--- config.mk ---
export PLATFORM = sky130hd
export DESIGN_NAME = control_alarma
export DESIGN_NICKNAME = d
export VERILOG_FILES = /design/src/rtl/reloj_pkg.sv /design/src/rtl/control_alarma_antirrebote.sv /design/src/rtl/control_alarma.sv
export SDC_FILE = /design/constraint.sdc
export NUM_CORES = 1
export LEC_CHECK = 0
export CAP_MARGIN = 40
export CORE_UTILIZATION = 55
export CTS_CLUSTER_DIAMETER = 120
export CTS_CLUSTER_SIZE = 8
export DETAILED_ROUTE_END_ITERATION = 10
export PLACE_DENSITY = 0.78
export SLEW_MARGIN = 10
export SYNTH_ARGS = -nofsm -noshare
export SYNTH_HDL_FRONTEND = slang
export SYNTH_SLANG_ARGS = --single-unit
--- constraint.sdc ---
create_clock -name clk -period 7.1 [get_ports clk]
set_input_delay 1.065 -clock clk [delete_from_list [all_inputs] [get_ports clk]]
set_output_delay 1.065 -clock clk [all_outputs]
set_load 0.005 [all_outputs]
--- src/rtl/reloj_pkg.sv ---
// Shared encodings and BCD helpers for the clock mode/alarm controller.
package reloj_pkg;

  typedef enum logic [1:0] {
    RUN       = 2'd0,
    AJ_RELOJ  = 2'd1,
    AJ_ALARMA = 2'd2
  } estado_t;

  localparam logic [7:0] MIN_MAX = 8'h59;
  localparam logic [7:0] HOR_MAX = 8'h23;

  localparam int NUM_BTN = 4;
  localparam int B_MODO  = 0;
  localparam int B_MIN   = 1;
  localparam int B_HOR   = 2;
  localparam int B_ALARM = 3;

  // Two-digit BCD +1 that wraps to 00 once the top value is reached.
  function automatic logic [7:0] bcd_inc(input logic [7:0] v, input logic [7:0] tope);
    if (v == tope)          return 8'h00;
    else if (v[3:0] == 4'd9) return {v[7:4] + 4'd1, 4'h0};
    else                    return {v[7:4], v[3:0] + 4'd1};
  endfunction

endpackage

--- src/rtl/control_alarma_antirrebote.sv ---
// Button conditioner: 2-FF synchroniser, stability counter, and a one-cycle
// pulse on each accepted rising level.
module antirrebote #(
  parameter int DEB_CICLOS = 500_000
) (
  input  logic clk,
  input  logic rst,
  input  logic btn,
  output logic pulso
);
  localparam int CW = $clog2(DEB_CICLOS + 1);

  logic          s1, s2, s3, acept;
  logic [CW-1:0] cnt;

  always_ff @(posedge clk or posedge rst) begin
    if (rst) begin
      s1    <= 1'b0;
      s2    <= 1'b0;
      s3    <= 1'b0;
      acept <= 1'b0;
      cnt   <= '0;
      pulso <= 1'b0;
    end else begin
      s1    <= btn;
      s2    <= s1;
      s3    <= s2;
      pulso <= 1'b0;
      // s3 is the previous sample; any change restarts the stability window
      if (s2 != s3)
        cnt <= '0;
      else if (cnt != CW'(DEB_CICLOS - 1))
        cnt <= cnt + 1'b1;
      else if (s3 != acept) begin
        acept <= s3;
        pulso <= s3;
      end
    end
  end
endmodule

--- src/rtl/control_alarma.sv ---
// Mode FSM, alarm time registers and buzzer control for the BCD clock.
module control_alarma
  import reloj_pkg::*;
#(
  parameter int DEB_CICLOS      = 500_000,
  parameter int DURACION_ALARMA = 60
) (
  input  logic        clk,
  input  logic        rst,
  input  logic        btn_modo,
  input  logic        btn_min,
  input  logic        btn_hor,
  input  logic        btn_alarma,
  input  logic        tick_seg,
  input  logic        seg_cero,
  input  logic [15:0] hora_bcd,
  output logic        inc_min,
  output logic        inc_hor,
  output logic        detener,
  output logic        mostrar_alarma,
  output logic [15:0] disp_bcd,
  output logic        alarma_armada,
  output logic        zumbador
);
  localparam int TW = $clog2(DURACION_ALARMA + 1);

  logic [NUM_BTN-1:0] btns, p;
  estado_t            estado, nxt;
  logic [7:0]         al_h, al_m;
  logic               sonando, disparado;
  logic [TW-1:0]      cnt_tick;
  logic               pm, ph, pa, disparar, entra_aj;

  assign btns = {btn_alarma, btn_hor, btn_min, btn_modo};

  for (genvar i = 0; i < NUM_BTN; i++) begin : g_deb
    antirrebote #(.DEB_CICLOS(DEB_CICLOS)) u_deb (
      .clk   (clk),
      .rst   (rst),
      .btn   (btns[i]),
      .pulso (p[i])
    );
  end

  // A mode press swallows any other press landing in the same cycle
  assign pm       = p[B_MIN]   & ~p[B_MODO];
  assign ph       = p[B_HOR]   & ~p[B_MODO];
  assign pa       = p[B_ALARM] & ~p[B_MODO];
  assign entra_aj = (estado == RUN) && p[B_MODO];
  assign disparar = (estado == RUN) && alarma_armada && !disparado &&
                    seg_cero && (hora_bcd == {al_h, al_m});

  always_comb begin
    nxt = estado;
    if (p[B_MODO]) begin
      case (estado)
        RUN:      nxt = AJ_RELOJ;
        AJ_RELOJ: nxt = AJ_ALARMA;
        default:  nxt = RUN;
      endcase
    end
  end

  always_ff @(posedge clk or posedge rst) begin
    if (rst) begin
      estado         <= RUN;
      inc_min        <= 1'b0;
      inc_hor        <= 1'b0;
      detener        <= 1'b0;
      mostrar_alarma <= 1'b0;
      al_h           <= 8'h00;
      al_m           <= 8'h00;
      alarma_armada  <= 1'b0;
      sonando        <= 1'b0;
      zumbador       <= 1'b0;
      disparado      <= 1'b0;
      cnt_tick       <= '0;
    end else begin
      estado         <= nxt;
      inc_min        <= (estado == AJ_RELOJ) && pm;
      inc_hor        <= (estado == AJ_RELOJ) && ph;
      detener        <= (nxt == AJ_RELOJ);
      mostrar_alarma <= (nxt == AJ_ALARMA);
      if (estado == AJ_ALARMA && pm) al_m <= bcd_inc(al_m, MIN_MAX);
      if (estado == AJ_ALARMA && ph) al_h <= bcd_inc(al_h, HOR_MAX);
      if (estado == RUN && pa && !sonando) alarma_armada <= ~alarma_armada;
      if (hora_bcd != {al_h, al_m}) disparado <= 1'b0;

      if (sonando) begin
        if (pa || entra_aj || (tick_seg && cnt_tick == TW'(DURACION_ALARMA - 1))) begin
          sonando  <= 1'b0;
          zumbador <= 1'b0;
          cnt_tick <= '0;
        end else if (tick_seg) begin
          cnt_tick <= cnt_tick + 1'b1;
          zumbador <= ~zumbador;
        end
      end else if (disparar) begin
        sonando   <= 1'b1;
        zumbador  <= 1'b1;
        disparado <= 1'b1;
        cnt_tick  <= '0;
      end
    end
  end

  assign disp_bcd = mostrar_alarma ? {al_h, al_m} : hora_bcd;
endmodule

After elaboration in Yosys (flattened, before gate mapping):

Index checks and enable logic that the tools add are counted.
Widths: inputs -> output; s select.

* flip-flop bits (word level): 128
* bits of input ports: 24
* output and inout bits: 22
* logic and storage cells: 157

* add/sub/neg operators: 9
* equality and inequality tests: 24
* muxes and demuxes: 41
* bitwise logic cells: 14
* reductions and logical operators: 31

Operators by type and width (number)
* $mux 19: 8
* $add 19x1->19 const B: 4
* $ne 19x19->1 const B: 4
* $mux 8: 4
* $mux 6: 4
* $mux 1: 22
* $add 4x1->4 const B: 4
* $eq 16x16->1: 1
* $mux 16: 1
* $ne 16x16->1: 1
* $reduce_bool 2->1: 7
* $logic_and 1x1->1: 12
* $reduce_and 3->1: 4
* $not 1->1: 11
* $eq 4x4->1 const B: 2
* $eq 8x6->1 const B: 1
* $eq 8x7->1 const B: 1
* $ne 1x1->1: 8
* $add 6x1->6 const B: 1
* $eq 6x6->1 const B: 1
* $reduce_and 2->1: 3
* $eq 2x1->1 const B: 2
* $eq 2x2->1 const B: 2
* $pmux 2 s2: 1
* 6 further kinds: 10

Longest topological paths before layout:

* depth after elaboration: 7
* gate-level depth with buffers: 7
* gate-level depth less buffers: 7

Modules after synthesis:

Synthesis repeated with hierarchy kept, for this count alone.

* cells, all modules: 702
* area total of the unflattened synthesis: 6932.9 um^2

Modules (own cells, without submodules)
* antirrebote: instances 4, cells an instance 127, area an instance 1233.7 um^2, sequential area each 600.6 um^2
* control_alarma: instances 1, cells an instance 194, area an instance 1998.2 um^2, sequential area each 800.8 um^2

Worst setup path before layout:

Ideal clock, no wire load.

* path kind: register -> output
* from: reg mostrar_alarma
* to: out disp_bcd[10]
* arrival time: 1.333 ns
* required time: 6.035 ns
* setup slack: 4.702 ns
* cell stages (with the launch flop): 4
* path buffers: 2
* path through: dfrtp_1 > clkbuf_1 > clkbuf_1 > mux2_2

* word-level cells in the longest chain between the ends: 1

RTL lines
* from (decl): line control_alarma.sv:20 `output logic mostrar_alarma,`
* from (signal assigned): line control_alarma.sv:83 `mostrar_alarma <= (nxt == AJ_ALARMA);`
* $mux 16: line control_alarma.sv:107 `assign disp_bcd = mostrar_alarma ? {al_h, al_m} : hora_bcd;`
* to (decl): line control_alarma.sv:21 `output logic [15:0] disp_bcd,`

No other way between the ends.

Worst setup path in the final report:

* from: in hora_bcd[8]
* to: out disp_bcd[8]

* word-level cells in the longest chain between the ends: 1

RTL lines
* from (decl): line control_alarma.sv:16 `input logic [15:0] hora_bcd,`
* $mux 16: line control_alarma.sv:107

No other way between the ends.

==> qor.yml <==
outcome: "finished, final reports clean"
grt_pass1_vias: 4805
start_util_pct: 56.40
total_power_mw: 1.725
drv_cap: 0
worst_pin_slew_ns: 0.8320
design_area_sq_um: 7680
p_per_area_nw_per_um2: 224.6
hold_viol_final: 0
rows: 39
post_cts_buffers: 0
cts_sinks: 128
hold_class: "flip-flop to flip-flop"
ioPinCount: 46
synth_largest_area_cell: "dfrtp_1"
yosys-top-cells-area: "dfrtp_1 (50%), xor2_1 (6.1%), nor2_1 (5.4%)"
netlist_area_sq_um: 6440
syn_area_per_cell_sq_um: 9.908
place_congestion: 0.7725
cts_tree: "built"
grt_usage_pct: 23.63
worstPathRequired_ns: 6.03
cts_max_level: 4
fillers: 840
yosysSeqAreaShare_pct: 49.74
crit_fanout: 2
relSlewSlack_pct: 44.35
dp_hpwl_microns: 8996
layout-drive-gt1-share_pct: 8.774
n_antenna_cell: 0
dieArea_sq_um: 12150
drt_iter0_drc: 330
first_pass_iters: 5
tns_ns: 0
multi_input_area_sq_um: 3119
grt_max_degree: 64
peakVddDrop_uv: 184.9
clk_transition_reported_paths_ns: 0.05
vias: 4952
ys_top_cells_by_count: "dfrtp_1 (128), nor2_1 (93), nand2_1 (58)"
cts-root-buf: "clkbuf_16"
drc: 0
die_h_microns: 110.2
crit_arrival_ns: 2.25
port_buffers: 45
postRouteAntennaNets: 0
r2r_slack_ns: 5.08
regArea_sq_um: 3203
grt_pass1_wl_microns: 21750
syn_to_final_growth_pct: 19.25
synth_top_area_share_pct: 49.74
start_kind: "input port"
p_leak_nw: 3.292
cts-buffers-inserted: 17
cts.path.max_buffers: 2
synth.distinct_cells: 53
synth_cells: 650
rsz0062_at_grt: "false"
antenna_found_initial: 0
core_sq_um: 11420
dp_worst_setup_slack_ns: 3.786
ctsHoldBuffers: 0
final_core_util_pct: 67.26
overflow: 0
finalSetupViolCount: 0
fin_ws_ns: 3.783
syn_nets: 691
clock.fmax_mhz: 301.5
synth-edff-count: 0
ys_ff_latch: 128
finalClockSkew_ns: 0.005734
drv_slew: 0
die_w_microns: 110.2
yosysWarnings: 0
ys_async_sr_fraction_pct: 100.0
yosysMostFrequentCell: "dfrtp_1"
ys.flop_type: "dfrtp_1"
routed_wl_microns: 13150
post_cts_resized: 0
place_area_sq_um: 7094
avgViaCountPerCell: 5.751
post_drt_wl_per_cell_microns: 15.27
period_share_pct: 46.71
fin_nets: 749
path_class: "input port to output port"
clock_latency_ns: 0.41
cp-end-kind: "output port"
period_needed_ns: 3.317
-- layout make-up --
class,count,share of cell area [%]
Clock buffer,23,6.224
Clock inverter,6,1.401
Inverter,19,0.9612
Multi-Input combinational cell,491,40.62
Sequential cell,128,41.71
Tap cell,143,2.330
Timing Repair Buffer,51,6.761
-- placed cells by master (no fill, tap or decap), types with 4 or more instances in the layout --
master	Yosys	final
dfrtp_1	128	128
ha_1	17	17
o31ai_1	5	5
nor4_1	10	10
xor2_1	45	45
mux2_2	18	18
a21oi_1	11	11
mux2i_1	6	6
nor3_1	20	20
buf_4	0	4
o211ai_1	4	4
and3_1	16	16
nand2b_1	4	4
nand4_1	26	26
nor2_1	93	93
clkbuf_16	0	17
nor2b_1	6	6
inv_1	19	18
nand2_1	58	58
nand3_1	33	33
clkdlybuf4s50_1	0	45
xnor2_1	34	34
or3_1	5	5
and4_1	7	7
o21ai_0	28	28
-- state kept, by name, indices dropped and copies added (netlist names), 2 cells and up --
register and flops:
g_deb.u_deb.acept 4, g_deb.u_deb.s1 4, cnt_tick 6, g_deb.u_deb.pulso 4, g_deb.u_deb.s3 4, g_deb.u_deb.cnt 76, al_m 8, g_deb.u_deb.s2 4
estado 2, al_h 8
-- logic make-up after synthesis --
group	after synthesis	share of synthesized area (%)
AND/OR/NAND/NOR	302	23.70
flip-flops	128	49.74
XOR/XNOR	79	10.74
AO/OA/AOI/OAI	68	6.431
buffers and inverters	31	1.826
multiplexers	25	4.255
adder cells (fa/ha/maj)	17	3.303
-- critical path, cell delays in order --
cell and delay, ns:
clkdlybuf4s50_1 0.45, mux2_2 0.29, clkdlybuf4s50_1 0.44
-- layer usage --
metal | routed length [microns] | global-route usage (%)
met4 | 222 | 8.271
met5 | 0 | 0
met1 | 5803 | 29.31
met3 | 674 | 7.407
met2 | 6448 | 39.11
-- metrics by stage --
step | cells | hold WS, ns
after floorplan | 650 | 0.3312
after global placement | 829 | 0.3359
after detailed placement | 832 | 0.3379
after CTS | 861 | 0.3502
after global routing | 861 | 0.3533
final | 861 | 0.3477
-- report_power, final --
group	switching, mW	internal [mW]
combinational	0.0521	0.0447
sequential	0.0161	0.745
clock	0.295	0.572
total	0.363	1.36
-- path summary, 6_finish.rpt --
kind	startpoint	endpoint	depth (start not counted)
worst min-delay path	g_deb[1].u_deb.s1	g_deb[1].u_deb.s2	0
min in group asynchronous	rst	g_deb[3].u_deb.cnt[11]	2
max in group asynchronous	rst	g_deb[3].u_deb.cnt[8]	4
worst max register to register	al_m[3]	cnt_tick[1]	5
worst max-delay path	hora_bcd[8]	disp_bcd[8]	3
worst min register to register	g_deb[1].u_deb.s1	g_deb[1].u_deb.s2	0
Note: power is estimated with default switching activity, not from simulation.
